File: src/rtl/hex_display_pkg.sv
// -----------------------------------------------------------------------------
// hex_display_pkg
//   Shared definitions for the hex seven-segment display controller:
//   - SEG_TABLE : 16-entry hex -> segment table, active-low form
//                 (bit6=g .. bit0=a, segment lit = 0)
//   - SEG_BLANK : all segments off, active-low form
//   - state_e   : controller FSM states
// -----------------------------------------------------------------------------
package hex_display_pkg;

   localparam int SEG_W = 7;

   localparam logic [SEG_W-1:0] SEG_BLANK = 7'h7F;

   localparam logic [SEG_W-1:0] SEG_TABLE [16] = '{
      7'h40, 7'h79, 7'h24, 7'h30, 7'h19, 7'h12, 7'h02, 7'h78,
      7'h00, 7'h10, 7'h08, 7'h03, 7'h46, 7'h21, 7'h06, 7'h0E
   };

   typedef enum logic [1:0] {
      IDLE,
      DECODE,
      COMMIT
   } state_e;

endpackage

File: src/rtl/hex_display_ctrl_lut.sv
// -----------------------------------------------------------------------------
// hex_seg_lut
//   Combinational 4-bit hex digit to 7-bit segment decoder (active-low form).
//   A single instance is shared by all digit positions of the controller.
// Ports:
//   digit_i  in   4   hex digit
//   seg_o    out  7   segment pattern, bit6=g .. bit0=a, lit = 0
// -----------------------------------------------------------------------------
module hex_seg_lut
   import hex_display_pkg::*;
(
   input  logic [3:0]       digit_i,
   output logic [SEG_W-1:0] seg_o
);

   assign seg_o = SEG_TABLE[digit_i];

endmodule

File: src/rtl/hex_display_ctrl.sv
// -----------------------------------------------------------------------------
// hex_display_ctrl
//   Multi-digit hex seven-segment display controller. A hex word is accepted
//   over a valid/ready handshake, decoded one digit per clock (most significant
//   first) through one shared decoder into a shadow buffer, then committed to
//   the display register in a single edge so the outputs never show a
//   partially decoded word. Optional leading-zero blanking per word.
//
//   Optional feature macro: HEX_DISPLAY_BLINK_EN
//     defined   : free-running half-period counter toggles a blink phase;
//                 digits selected by blink_mask are blanked while hidden.
//     undefined : no blink logic, blink_mask ignored.
//
// Ports:
//   clk         in   1              system clock
//   rst_n       in   1              asynchronous active-low reset
//   in_valid    in   1              in_data/blank_lz valid
//   in_ready    out  1              controller idle, can accept
//   in_data     in   4*NUM_DIGITS   hex word, digit 0 rightmost
//   blank_lz    in   1              leading-zero blanking, sampled with in_data
//   blink_mask  in   NUM_DIGITS     1 = digit blinks (live)
//   seg_out     out  7*NUM_DIGITS   digit i = seg_out[7i+6:7i], bit6=g..bit0=a
// -----------------------------------------------------------------------------
module hex_display_ctrl
   import hex_display_pkg::*;
#(
   parameter int NUM_DIGITS = 8,
   parameter int CLK_HZ     = 50_000_000,
   parameter int BLINK_HZ   = 2,
   parameter bit ACTIVE_LOW = 1'b1
) (
   input  logic                        clk,
   input  logic                        rst_n,
   input  logic                        in_valid,
   output logic                        in_ready,
   input  logic [4*NUM_DIGITS-1:0]     in_data,
   input  logic                        blank_lz,
   input  logic [NUM_DIGITS-1:0]       blink_mask,
   output logic [SEG_W*NUM_DIGITS-1:0] seg_out
);

   localparam int               IDX_W  = (NUM_DIGITS > 1) ? $clog2(NUM_DIGITS) : 1;
   localparam logic [IDX_W-1:0] IDX_MS = IDX_W'(NUM_DIGITS - 1);
   localparam int               DISP_W = SEG_W * NUM_DIGITS;

   state_e                  state_q, state_d;
   logic [IDX_W-1:0]        idx_q, idx_d;
   logic [4*NUM_DIGITS-1:0] word_q, word_d;
   logic                    blz_q, blz_d;
   logic                    nz_q, nz_d;
   logic [DISP_W-1:0]       shadow_q, shadow_d;
   logic [DISP_W-1:0]       disp_q, disp_d;

   logic [3:0]              cur_digit;
   logic [SEG_W-1:0]        cur_seg;
   logic [DISP_W-1:0]       seg_al;

   assign cur_digit = word_q[idx_q*4 +: 4];

   hex_seg_lut u_lut (
      .digit_i (cur_digit),
      .seg_o   (cur_seg)
   );

   assign in_ready = (state_q == IDLE);

   always_comb begin
      state_d  = state_q;
      idx_d    = idx_q;
      word_d   = word_q;
      blz_d    = blz_q;
      nz_d     = nz_q;
      shadow_d = shadow_q;
      disp_d   = disp_q;
      case (state_q)
         IDLE: begin
            if (in_valid) begin
               word_d  = in_data;
               blz_d   = blank_lz;
               idx_d   = IDX_MS;
               nz_d    = 1'b0;
               state_d = DECODE;
            end
         end
         DECODE: begin
            nz_d = nz_q | (cur_digit != 4'h0);
            // A zero is only blanked while no nonzero digit has been seen to its
            // left; the rightmost digit always shows so a zero word reads "0".
            if (blz_q && !nz_q && (cur_digit == 4'h0) && (idx_q != '0))
               shadow_d[idx_q*SEG_W +: SEG_W] = SEG_BLANK;
            else
               shadow_d[idx_q*SEG_W +: SEG_W] = cur_seg;
            if (idx_q == '0)
               state_d = COMMIT;
            else
               idx_d = idx_q - 1'b1;
         end
         COMMIT: begin
            disp_d  = shadow_q;
            state_d = IDLE;
         end
         default: state_d = IDLE;
      endcase
   end

   always_ff @(posedge clk or negedge rst_n) begin
      if (!rst_n) begin
         state_q  <= IDLE;
         idx_q    <= '0;
         word_q   <= '0;
         blz_q    <= 1'b0;
         nz_q     <= 1'b0;
         shadow_q <= {NUM_DIGITS{SEG_BLANK}};
         disp_q   <= {NUM_DIGITS{SEG_BLANK}};
      end else begin
         state_q  <= state_d;
         idx_q    <= idx_d;
         word_q   <= word_d;
         blz_q    <= blz_d;
         nz_q     <= nz_d;
         shadow_q <= shadow_d;
         disp_q   <= disp_d;
      end
   end

`ifdef HEX_DISPLAY_BLINK_EN
   localparam int HALF  = CLK_HZ / (2 * BLINK_HZ);
   localparam int CNT_W = (HALF > 1) ? $clog2(HALF) : 1;

   logic [CNT_W-1:0] cnt_q, cnt_d;
   logic             phase_q, phase_d;   // 1 = hidden

   always_comb begin
      cnt_d   = cnt_q + 1'b1;
      phase_d = phase_q;
      if (cnt_q == CNT_W'(HALF - 1)) begin
         cnt_d   = '0;
         phase_d = ~phase_q;
      end
   end

   always_ff @(posedge clk or negedge rst_n) begin
      if (!rst_n) begin
         cnt_q   <= '0;
         phase_q <= 1'b0;
      end else begin
         cnt_q   <= cnt_d;
         phase_q <= phase_d;
      end
   end

   // Blanking sits after the display register so blinking never disturbs
   // the committed word and is independent of transfers.
   always_comb begin
      seg_al = disp_q;
      for (int i = 0; i < NUM_DIGITS; i++) begin
         if (phase_q && blink_mask[i])
            seg_al[i*SEG_W +: SEG_W] = SEG_BLANK;
      end
   end
`else
   localparam int unused_half = CLK_HZ / (2 * BLINK_HZ);
   logic unused_blink;

   assign unused_blink = ^{blink_mask, unused_half[0]};
   assign seg_al       = disp_q;
`endif

   assign seg_out = ACTIVE_LOW ? seg_al : ~seg_al;

endmodule

File: config.mk
export PLATFORM = sky130hd
export DESIGN_NAME = hex_display_ctrl
export DESIGN_NICKNAME = d
export VERILOG_FILES = /design/src/rtl/hex_display_pkg.sv /design/src/rtl/hex_display_ctrl_lut.sv /design/src/rtl/hex_display_ctrl.sv
export SDC_FILE = /design/constraint.sdc
export NUM_CORES = 1
export LEC_CHECK = 0
export ABC_AREA = 1
export CAP_MARGIN = 5
export CORE_UTILIZATION = 49
export CTS_CLUSTER_DIAMETER = 120
export DETAILED_ROUTE_END_ITERATION = 12
export MAX_ROUTING_LAYER = met4
export PLACE_DENSITY = 0.76
export SLEW_MARGIN = 30
export SYNTH_ARGS = -nofsm -noshare
export SYNTH_HDL_FRONTEND = slang
export SYNTH_SLANG_ARGS = --single-unit
File: constraint.sdc
create_clock -name clk -period 2.3 [get_ports clk]
set_input_delay 0.23 -clock clk [delete_from_list [all_inputs] [get_ports clk]]
set_output_delay 0.23 -clock clk [all_outputs]
set_load 0.03 [all_outputs]
==> results.cfg <==
[die]
start_util_pct = 50.2
design.core.area_mm2 = 0.0139
boundaryPins = 101
rows = 43
dieArea_mm2 = 0.0147
die_h_um = 121
fp.dieW_um = 121

[timing]
hold_slack_ns = 0.383
period_needed_ns = 2.17
period_share_pct = 94.5
slew_headroom_pct = 59.6
fmax_mhz = 460
maxSlewViolCount = 0
worstMarginPinSlew_ns = 0.606
fin_skew_ns = 0.00784
setup_viol = 0
finalHoldViolCount = 0
rsz0062_at_grt = true

[place]
gp_congestion = 0.928
dp_hpwl_mm = 10.8
dp.cells = 1076
io_buffers = 92

[run]
cap_violations = 0

[power_and_ir_drop]
p_int_w = 0.00880
p_comb_share_pct = 50.2
p_clk_share_pct = 17.5
p_sw_w = 0.00648
ir_worst_vdd_uv = 688
leakage_nw = 4.21
power_density_mw_per_mm2 = 1710
p_sw_share_pct = 42.4
seqPwrFrac_pct = 32.2

[cts]
clk_latency_ns = 0.42
cts_inserted_buffers = 17
htree_levels = 4
clk_pin_slew_ns = 0.06
root_buffer = clkbuf_16
cts_tree = done
clock_sinks = 151
cts.path.max_buffers = 2

[drt]
drtIter0Drc = 372
totalWireLength_mm = 15.5
routed_via_density = 4.94
dr.pass1.iters = 5
num_vias = 5508
wire_per_inst_um = 13.9
detail-route-antenna-nets = 0
drc_errors = 0

[critical_path]
critPathRequiredTime_ns = 2.64
critPathCaptureType = register
crit_chain = buf_8 -> buf_2 -> buf_4 -> nor2_1 -> nor2_1 -> o21ai_1 -> nand3_2 -> nand2_4 -> nand4_4 -> nand2_4 -> buf_12 -> nand3_1 -> o21ai_1
rr_startpoint = idx_q[0]$_DFFE_PN0P_
critPathSlowestCell = dfrtp_2
arrival_ns = 2.51
cp-start-kind = register
worst-path-max-fanout = 11
worst_path_largest_cell_delay_ns = 0.46
worstSetupPathType = register to register
rrSetupSlack_ns = 0.13
rr_worst_depth = 13
r2r-end = shadow_q[20]$_DFFE_PN1P_

[final_layout]
nNetsFinal = 977
final_cell_mix = nand2_1, inv_1, dfstp_2
drive_gt1_share_pct = 24.1
num_antenna_cells = 0
final_common_cell = nand2_1
fillCellCount = 1126
fin_cells = 1114
area_growth_pct = 28.0
fin_util_pct = 64.3

[global_route]
first_global_vias = 5378
grt_pass1_wl_mm = 25.5
grt_max_degree = 75
antenna_found_initial = 0
gr-total-overflow = 0
track_usage_pct = 23.1

[synthesis]
synth_seq_cells = 151
yosysWarnings = 0
synthCells = 803
synth.avg_cell_area_um2 = 8.68
synthAdderAreaFrac_pct = 1.98
yosysUniqueCellTypes = 27
synth_compound_gate_area_share_pct = 7.85
synth_mux_area_share_pct = 2.26
synthesis.nets = 858
synth_xor_area_share_pct = 0
yosys.area_share.simple_pct = 21.9
netlist_area_mm2 = 0.00697
yosysSeqAreaShare_pct = 56.3
synth_top_family_by_area = simple AND/OR/NAND/NOR gates

[min_path]
holdPathStages = 3
min_to = word_q[9]$_DFFE_PN0P_
hold_path_startpoint = in_data[9]
hold_class = input pin to register

[outcome]
status = completed
[sequential cells by signal, summed over array words and instances, names as in the netlist]
name,flops
seg_out,56
shadow_q,56
word_q,32
idx_q,3
state_q,2
blz_q,1
nz_q,1
[Yosys cell counts]
cell type  count  area share, %
nand2_1      198             11
inv_1        127            6.8
dfstp_2      112             42
nand3_1       82            5.9
o21ai_0       59            4.2
nor2_1        49            2.6
dfrtp_1       39             14
a21oi_1       30            2.2
clkbuf_1      19            1.0
o21ai_1       19            1.4
mux2_2        14            2.3
ha_1          11            2.0
nand4_1       11           0.99
buf_2          6           0.43
buf_6          6           0.97
inv_2          6           0.32
nand2_2        4           0.36
nand2_4        2           0.32
a31oi_1        1          0.090
buf_4          1           0.11
clkinv_1       1          0.054
nand3_2        1           0.14
nand3b_1       1           0.11
nand4_4        1           0.31
nor2_4         1           0.16
nor3_4         1           0.23
or2_1          1          0.090
[final cells by class]
| cell class | count | area (um^2) | share of cell area [%] |
|---|---|---|---|
| Sequential cell | 151 | 3920 | 44.0 |
| Clock buffer | 23 | 468 | 5.25 |
| Timing Repair Buffer | 131 | 1270 | 14.3 |
| Multi-Input combinational cell | 487 | 2430 | 27.2 |
| Inverter | 134 | 508 | 5.70 |
| Clock inverter | 8 | 98.8 | 1.11 |
| Tap cell | 180 | 225 | 2.52 |
[logic make-up (layout without fill, tap and decap cells)]
kind of cell               after synthesis  after routing
buffers and inverters                  166            296
DFF                                    151            151
and+or+nand+nor                        352            353
adders and majority gates               11             11
muxes                                   14             14
AOI/OAI and AO/OA                      109            109
[worst max path at each step]
stage | to | start | slack, ns | cells past startpoint
2_1_floorplan | shadow_q[28]$_DFFE_PN1P_ | idx_q[0]$_DFFE_PN0P_ | 0.002 | 17
3_3_place_gp | shadow_q[41]$_DFFE_PN1P_ | idx_q[0]$_DFFE_PN0P_ | 0.08 | 15
3_5_place_dp | shadow_q[20]$_DFFE_PN1P_ | idx_q[0]$_DFFE_PN0P_ | 0.03 | 14
4_1_cts | shadow_q[34]$_DFFE_PN1P_ | idx_q[0]$_DFFE_PN0P_ | 0.002 | 14
5_1_grt | shadow_q[3]$_DFFE_PN1P_ | idx_q[0]$_DFFE_PN0P_ | -0.03 | 15
6_report | shadow_q[20]$_DFFE_PN1P_ | idx_q[0]$_DFFE_PN0P_ | 0.13 | 13
[what timing repair did]
action	CTS	global route
hold buffers	1	0
resized for setup	0	23
buffers inserted	0	5
endpoints found under the hold margin	16	0
endpoints found under the setup margin	0	55
[routing by layer]
layer / share of wire, % / vias to the layer above / routed length, um / track usage [%]
li1: - / 2756 / - / -
met1: 45 / 2574 / 7020 / 29.1
met2: 48 / 150 / 7460 / 36.8
met3: 4.5 / 28 / 702 / 5.26
met4: 1.7 / 0 / 266 / 7.87
met5: 0 / - / 0 / -
[worst max-delay path: cells and delay by family (launching register included)]
kind | cells | cell delay, ns
AOI/OAI and AO/OA | 2 | 0.22
buffers and inverters | 4 | 0.58
DFF | 1 | 0.46
and+or+nand+nor | 7 | 0.83
[power by group through the flow]
stage               combinational [W]  clock, W  sequential [W]
floorplan                     0.00421         0         0.00560
global placement              0.00722         0         0.00488
detailed placement            0.00736         0         0.00494
CTS                           0.00742   0.00273         0.00492
global route                  0.00852   0.00284         0.00505
finish                        0.00768   0.00268         0.00493
[through the flow]
step	setup TNS, ns	total power [W]	setup WS [ns]	area, um^2
finish	0	0.0153	0.126	8920
global route	-0.0909	0.0164	-0.0294	8920
CTS	0	0.0151	0.00239	8800
detailed placement	0	0.0123	0.0294	8230
global placement	0	0.0121	0.0789	8230
floorplan	0	0.00981	0.00245	6970
Power figures use the tool's default switching activity.
